**src/rtl/ads8681_spi_ctrl.sv**
```systemverilog
// ads8681_spi_ctrl
// Conversion/readout engine for the ADS8681 16-bit ADC. Each accepted start
// waits out the conversion time, then shifts one frame with CS low: the
// latched command goes out on SDI while SDO is captured. Raising CS at the
// end of the frame launches the next conversion and publishes the data.
// SCLK is a registered output advanced by a phase counter on clk_in; it is
// never used as a clock.
//
// Ports:
//   clk_in      system clock
//   rst_n       asynchronous active-low reset
//   start       one-cycle readout request, ignored while busy
//   cmd_word    command frame, latched when start is accepted
//   busy        high from start acceptance through the data_valid cycle
//   data_valid  one-cycle pulse, data_out/rx_frame updated
//   data_out    conversion result (rx_frame[31:16])
//   rx_frame    full captured SDO frame
//   adc_cs_n    ADC chip select, active low
//   adc_sclk    ADC serial clock, idle low
//   adc_sdi     ADC serial data in, MSB first
//   adc_sdo     ADC serial data out
//
// state | meaning
// IDLE  | CS high, waiting for start
// WAIT  | CS high, waiting for conv_timer to reach CONV_CYCLES
// XFER  | CS low, shifting FRAME_BITS bits of CLK_DIV cycles each
// DONE  | CS high again, data_valid pulse, results published
module ads8681_spi_ctrl #(
    parameter int CLK_DIV     = 4,
    parameter int CONV_CYCLES = 67,
    parameter int FRAME_BITS  = 32
) (
    input  logic        clk_in,
    input  logic        rst_n,
    input  logic        start,
    input  logic [31:0] cmd_word,
    output logic        busy,
    output logic        data_valid,
    output logic [15:0] data_out,
    output logic [31:0] rx_frame,
    output logic        adc_cs_n,
    output logic        adc_sclk,
    output logic        adc_sdi,
    input  logic        adc_sdo
);

    localparam int PW = (CLK_DIV > 2) ? $clog2(CLK_DIV) : 1;
    localparam int BW = (FRAME_BITS > 1) ? $clog2(FRAME_BITS) : 1;
    localparam int TW = $clog2(CONV_CYCLES + 1);

    localparam logic [PW-1:0] PH_LAST = PW'(CLK_DIV - 1);
    localparam logic [PW-1:0] PH_HALF = PW'(CLK_DIV / 2);
    localparam logic [PW-1:0] PH_RISE = PW'(CLK_DIV / 2 - 1);
    localparam logic [BW-1:0] BIT_LAST = BW'(FRAME_BITS - 1);
    localparam logic [TW-1:0] T_SAT = TW'(CONV_CYCLES);

    typedef enum logic [1:0] {S_IDLE, S_WAIT, S_XFER, S_DONE} state_t;

    state_t          r_state;
    state_t          w_state_nxt;
    logic [PW-1:0]   r_phase;
    logic [PW-1:0]   w_phase_nxt;
    logic [BW-1:0]   r_bit;
    logic [TW-1:0]   r_timer;
    logic [31:0]     r_tx;
    logic [31:0]     r_rx;
    logic            r_cs_n;
    logic            r_cs_n_d;
    logic            r_sclk;
    logic            r_sdi;
    logic            r_busy;
    logic            r_dv;
    logic [15:0]     r_data_out;
    logic [31:0]     r_rx_frame;
    logic            w_ph_last;

    assign w_ph_last = (r_phase == PH_LAST);

    always_comb begin
        w_state_nxt = r_state;
        w_phase_nxt = '0;
        case (r_state)
            S_IDLE: if (start) w_state_nxt = S_WAIT;
            S_WAIT: if (r_timer == T_SAT) w_state_nxt = S_XFER;
            S_XFER: begin
                if (!w_ph_last) w_phase_nxt = r_phase + 1'b1;
                if (w_ph_last && (r_bit == BIT_LAST)) w_state_nxt = S_DONE;
            end
            S_DONE: w_state_nxt = S_IDLE;
            default: w_state_nxt = S_IDLE;
        endcase
    end

    always_ff @(posedge clk_in or negedge rst_n) begin
        if (!rst_n) begin
            r_state    <= S_IDLE;
            r_phase    <= '0;
            r_bit      <= '0;
            r_timer    <= '0;
            r_tx       <= '0;
            r_rx       <= '0;
            r_cs_n     <= 1'b1;
            r_cs_n_d   <= 1'b1;
            r_sclk     <= 1'b0;
            r_sdi      <= 1'b0;
            r_busy     <= 1'b0;
            r_dv       <= 1'b0;
            r_data_out <= '0;
            r_rx_frame <= '0;
        end else begin
            r_state  <= w_state_nxt;
            r_phase  <= w_phase_nxt;
            r_cs_n   <= (w_state_nxt != S_XFER);
            r_cs_n_d <= r_cs_n;
            r_sclk   <= (w_state_nxt == S_XFER) && (w_phase_nxt >= PH_HALF);
            r_busy   <= (w_state_nxt != S_IDLE);
            r_dv     <= (w_state_nxt == S_DONE);

            if (r_state != S_XFER)
                r_bit <= '0;
            else if (w_ph_last)
                r_bit <= r_bit + 1'b1;

            // CS rising edge restarts the conversion-time count.
            if (r_cs_n && !r_cs_n_d)
                r_timer <= '0;
            else if (r_cs_n && (r_timer != T_SAT))
                r_timer <= r_timer + 1'b1;

            if ((r_state == S_IDLE) && start)
                r_tx <= cmd_word;
            else if ((r_state == S_XFER) && w_ph_last)
                r_tx <= {r_tx[30:0], 1'b0};

            // SDI moves only at phase 0; on a bit boundary the register
            // is shifting in the same edge, so take the next MSB directly.
            if (w_state_nxt == S_XFER)
                r_sdi <= ((r_state == S_XFER) && w_ph_last) ? r_tx[30] : r_tx[31];
            else
                r_sdi <= 1'b0;

            // Sample on the edge that raises SCLK.
            if ((r_state == S_XFER) && (r_phase == PH_RISE))
                r_rx <= {r_rx[30:0], adc_sdo};

            if (w_state_nxt == S_DONE) begin
                r_rx_frame <= r_rx;
                r_data_out <= r_rx[31:16];
            end
        end
    end

    assign busy       = r_busy;
    assign data_valid = r_dv;
    assign data_out   = r_data_out;
    assign rx_frame   = r_rx_frame;
    assign adc_cs_n   = r_cs_n;
    assign adc_sclk   = r_sclk;
    assign adc_sdi    = r_sdi;

endmodule

```
**config.mk**
```make
export PLATFORM = sky130hd
export DESIGN_NAME = ads8681_spi_ctrl
export DESIGN_NICKNAME = d
export VERILOG_FILES = /design/src/rtl/ads8681_spi_ctrl.sv
export SDC_FILE = /design/constraint.sdc
export NUM_CORES = 1
export LEC_CHECK = 0
export CORE_MARGIN = 8
export CORE_UTILIZATION = 53
export CTS_BUF_LIST = sky130_fd_sc_hd__clkbuf_16
export CTS_CLUSTER_DIAMETER = 50
export DETAILED_ROUTE_END_ITERATION = 7
export HOLD_SLACK_MARGIN = 0.06
export PLACE_DENSITY = 0.8
export SYNTH_ARGS = -nofsm -noshare
export SYNTH_HDL_FRONTEND = slang
export SYNTH_SLANG_ARGS = --single-unit
export TNS_END_PERCENT = 20
```
**constraint.sdc**
```tcl
create_clock -name clk_in -period 2.4 [get_ports clk_in]
set_input_delay 0.48 -clock clk_in [delete_from_list [all_inputs] [get_ports clk_in]]
set_output_delay 0.48 -clock clk_in [all_outputs]
set_load 0.02 [all_outputs]
```
Word-level counts from Yosys, hierarchy flattened
Index checks and enable logic that the tools add are counted.
{"block": "classes", "mux": 14, "n_addsub": 3, "eq_ne": 12, "reduce_logical": 13, "order_cmp": 1}
{"operator": "two-way mux 32 bit", "n": 2}
{"operator": "two-way mux 7 bit", "n": 2}
{"operator": "equality test 2 bit (second input constant)", "n": 5}
{"operator": "two-way mux 2 bit", "n": 5}
{"operator": "two-way mux 5 bit", "n": 2}
{"operator": "case mux 2 bit (4 select lines)", "n": 1}
{"operator": "nonzero test 2 bit", "n": 4}
{"operator": "adder 7 x 1 -> 7 bit (second input constant)", "n": 1}
{"operator": "equality test 7 bit (second input constant)", "n": 1}
{"operator": "logical AND 1 bit", "n": 7}
{"operator": "inequality test 7 bit (second input constant)", "n": 1}
{"operator": "adder 5 x 1 -> 5 bit (second input constant)", "n": 1}
{"operator": "equality test 5 bit (second input constant)", "n": 1}
{"operator": "equality test 2 x 1 -> 1 bit (second input constant)", "n": 2}
{"operator": "inequality test 2 bit (second input constant)", "n": 2}
{"operator": "adder 2 x 1 -> 2 bit (second input constant)", "n": 1}
{"operator": "greater-or-equal comparator 2 bit (second input constant)", "n": 1}
{"operator": "zero test 2 bit", "n": 1}
{"operator": "two-way mux 1 bit", "n": 2}
{"operator": "zero test 1 bit", "n": 1}
{"block": "word_totals", "out_inout_bits": 53, "regBits": 134}

Logic depth before layout (Yosys ltp)
{"block": "logic_depth", "ltp_word": 6, "depth_mapped": 7, "depth_no_buf": 6}

Worst setup path before layout
No wires, ideal clock.
{"block": "synth_path", "path_type": "register to register", "from": "register r_bit[0]", "to": "register r_data_out[10], in the netlist data_out[10]", "setup_slack_ps": 702, "stages_incl_launch_ff": 7, "arrival_time_ps": 1573, "path_cell_list": "dfrtp_1 ha_1 and3_1 ha_1 nand3_4 buf_6 mux2_4"}
{"block": "synth_via", "elab_chain_cells": 5}
{"element": "start, declared", "line": "63", "text": "logic [BW-1:0] r_bit;"}
{"element": "start signal, assigned", "line": "122", "text": "r_bit <= r_bit + 1'b1;"}
{"element": "equality test 5 bit", "line": "87", "text": "if (w_ph_last && (r_bit == BIT_LAST)) w_state_nxt = S_DONE;"}
{"element": "logical AND 1 bit", "line": "87"}
{"element": "two-way mux 2 bit", "line": "87"}
{"element": "case mux 2 bit (4 select lines)", "line": "82", "text": "case (r_state)"}
{"element": "equality test 2 bit", "line": "146", "text": "if (w_state_nxt == S_DONE) begin"}
{"element": "end signal, assigned", "line": "148", "text": "r_data_out <= r_rx[31:16];"}
{"element": "end, declared", "line": "73", "text": "logic [15:0] r_data_out;"}
No other way between the ends.
A chain may end at the register's enable or synchronous reset.

Worst setup path after layout
{"block": "layout_path", "from": "register r_cs_n, in the netlist adc_cs_n", "to": "output port adc_cs_n"}
{"element": "start, declared", "line": "67", "text": "logic r_cs_n;"}
{"element": "start signal, assigned", "line": "113", "text": "r_cs_n <= (w_state_nxt != S_XFER);"}
{"element": "end, declared", "line": "41", "text": "output logic adc_cs_n,"}
No word-level cell between the ends.

==> run_results.csv <==
group,metric,value,unit
cells_and_area,n_antenna_cell,0,
cells_and_area,drive_above_1_share,0.235,
yosys,synth_ff_type,"dfrtp_1",
pwr,pwr-share-seq,0.467,
critical_path,crit_required,1.92,ns
cts,cts_tree,"yes",
critical_path,cp_cell_sequence,"clkdlybuf4s50_1",
critical_path,worst-path-buf-inv,1,
detailed_routing,drt-initial-drc-count,155,
sta,fin_crit_sh,0.905,
cells_and_area,nNetsFinal,504,
global_routing,antenna_found_initial,0,
cts,cts_buffer_depth,2,
detailed_routing,num_vias,3124,
sta,max-slew-margin-rel,0.695,
critical_path,startpoint,"adc_cs_n$_DFF_PN1_",
sta,hold_viol,0,
yosys,synth_edf_count,0,
cells_and_area,fill_cells,700,
critical_path,cp.arrival,1.69,ns
placed_design,dpl.hpwl,6650,um
yosys,yosys.cell_types.count,44,
yosys,ys_warn_count,0,
global_routing,grt_pass1_wl,16800,um
global_routing,grtUsageTotal,0.164,
pwr,power_frac_clock,0.492,
sta,slew_violations,0,
detailed_routing,via_per_inst,5.13,
yosys,ys_ff_latch,118,
sta,rsz0062_at_grt,"no",
pwr,switching_share,0.227,
cells_and_area,mostFrequentLayoutCells,"dfrtp_1, clkdlybuf4s50_1, nand2_1, mux2_2, mux2i_1",
sta,worstMarginPinSlew,0.457,ns
cts,clk_pin_slew,0.05,ns
outcome,outcome,"completed",
global_routing,grt_max_degree,46,
cells_and_area,final_common_cell,"dfrtp_1",
pwr,power_leakage,2.98,nW
pwr,power_density,683,nW/um^2
critical_path,crit_family,"buffers and inverters",
floorplan,die_w,115,um
sta,fin_setup_tns,0,ns
cts,cts_buffers,17,
critical_path,r2r-start,"r_bit[0]$_DFFE_PN0P_",
cts,postCtsSetupBuffers,0,
pwr,p_int,3.48,mW
critical_path,crit_slowest_cell,"clkdlybuf4s50_1",
floorplan,core,9590,um^2
yosys,syn_area,5150,um^2
detailed_routing,wirelength,10000,um
sta,finalClockSkew,0.00933,ns
detailed_routing,wl_per_cell,16.5,um
critical_path,cp-end-kind,"output port",
cts,cts-root-buf,"clkbuf_16",
yosys,syn_area_per_cell,13.4,um^2
detailed_routing,antenna_left,0,
detailed_routing,first_pass_iters,5,
global_routing,grt_pass1_vias,3331,
min_path,min_from,"adc_cs_n$_DFF_PN1_",
run,maxCapViolCount,0,
critical_path,worstSetupStartpointType,"flop",
floorplan,num_io_pins,89,
detailed_routing,drc,0,
sta,layout_min_cycle_time,2.17,ns
min_path,hp-class,"reg2reg",
critical_path,criticalPathCategory,"reg2out",
sta,setup_viol,0,
placed_design,gp_congestion,0.789,
floorplan,start_util,0.537,
yosys,ys_seq_area_frac,0.573,
critical_path,path_max_fanout,11,
cts,h-tree-depth,4,
critical_path,cpPeakStageDelay,0.66,ns
floorplan,num_rows,36,
pwr,switchingPower,1.02,mW
sta,fin_ws,0.228,ns
floorplan,die_y,115,um
cells_and_area,synthToLayoutAreaGrowth,27.7,%
yosys,synthCells,384,
pwr,share_comb_of_total_power,0.040,
floorplan,die-area,13100,um^2
yosys,syn_nets,425,
pwr,irDropWorstVdd,474,uV
cts,clock_latency,0.41,ns
yosys,async_flop_share,1.00,
cts,cts_num_sinks,118,
placed_design,port_buffers,88,
sta,fmax,0.460,GHz
placed_design,dp_slack,0.434,ns
global_routing,grt_overflow,0,
cells in the mapped netlist (all sizes together), types with 3 or more instances:
| cell | n | share of area |
|---|---|---|
| dfrtp | 116 | 0.56 |
| mux2i | 34 | 0.066 |
| mux2 | 64 | 0.16 |
| buf | 30 | 0.050 |
| nand2b | 3 | 0.0036 |
| nand4 | 4 | 0.0049 |
| ha | 5 | 0.012 |
| nor2b | 5 | 0.0075 |
| nor3 | 4 | 0.0039 |
| nand3 | 4 | 0.0063 |
| nor2 | 9 | 0.0066 |
| clkbuf | 8 | 0.0061 |
| inv | 5 | 0.0036 |
| o21ai | 32 | 0.031 |
| xor2 | 3 | 0.0051 |
| nand2 | 36 | 0.027 |
final cells by class:
type	instances	area, um^2	share of cell area
Clock inverter	15	106	0.0162
Sequential cell	118	2960	0.449
Multi-Input combinational cell	223	1890	0.288
Inverter	5	18.8	0.00285
Tap cell	133	166	0.0253
Timing Repair Buffer	98	1020	0.155
Clock buffer	17	425	0.0646
registers in the layout, summed over array words and instances (netlist names), 2 cells and up:
| register | flops |
|---|---|
| data_out | 16 |
| r_timer | 7 |
| r_rx | 32 |
| r_phase | 2 |
| rx_frame | 16 |
| r_state | 2 |
| r_tx | 32 |
| r_bit | 5 |
path summary, 6_finish.rpt:
kind                            cells after the start                  endpoint  slack (ns)
worst min register to register                      0        r_cs_n_d$_DFF_PN1_        0.45
worst max-delay path                                1                  adc_cs_n        0.23
max in group asynchronous                           3        adc_cs_n$_DFF_PN1_        1.20
worst max register to register                      6  data_out[15]$_DFFE_PN0N_        0.42
min in group asynchronous                           2      r_tx[25]$_DFFE_PN0P_        0.56
worst min-delay path                                0        r_cs_n_d$_DFF_PN1_        0.45
logic make-up (layout without fill, tap and decap cells):
kind of cell	after synthesis	after routing	share of synthesized area
DFF	118	118	0.573
muxes	98	98	0.226
and+or+nand+nor	73	73	0.0743
AOI/OAI and AO/OA	43	43	0.0478
buffers and inverters	43	135	0.0595
adders and majority gates	5	5	0.0121
xor gates and xnor gates	4	4	0.00680
power groups by stage:
stage	logic, mW	registers [mW]	clock network [mW]
finish	0.181	2.10	2.21
global route	0.207	2.11	2.36
CTS	0.186	2.10	2.26
detailed placement	0.182	2.14	0
global placement	0.175	2.13	0
floorplan	0.0641	2.13	0
routing by layer:
| layer | share of wire | track usage |
|---|---|---|
| met2 | 0.48 | 0.257 |
| met1 | 0.45 | 0.199 |
| met5 | 0 | 0 |
| met4 | 0.0087 | 0.0692 |
| met3 | 0.057 | 0.0591 |
timing repair:
action,4_1_cts,5_1_grt
hold buffers,1,0
resized for setup,0,0
endpoints found under the hold margin,29,0
through the flow:
| step | utilization | instance area (um^2) | total power [mW] | instances | hold slack (ns) |
|---|---|---|---|---|---|
| 2_1_floorplan | - | 5150 | 2.19 | 384 | 0.184 |
| 4_1_cts | 0.686 | 6590 | 4.55 | 609 | 0.445 |
| 6_report | 0.686 | 6590 | 4.50 | 609 | 0.445 |
| 3_3_place_gp | 0.630 | 6040 | 2.31 | 576 | 0.431 |
| 3_5_place_dp | 0.630 | 6040 | 2.32 | 576 | 0.435 |
| 5_1_grt | 0.686 | 6590 | 4.68 | 609 | 0.455 |
worst register-to-register path: stages, from the launching register on:
cell	delay, ns
dfrtp_1	0.40
ha_1	0.22
and3_1	0.20
ha_1	0.22
nand3_4	0.31
buf_4	0.22
mux2_4	0.30
Power figures use the tool's default switching activity.
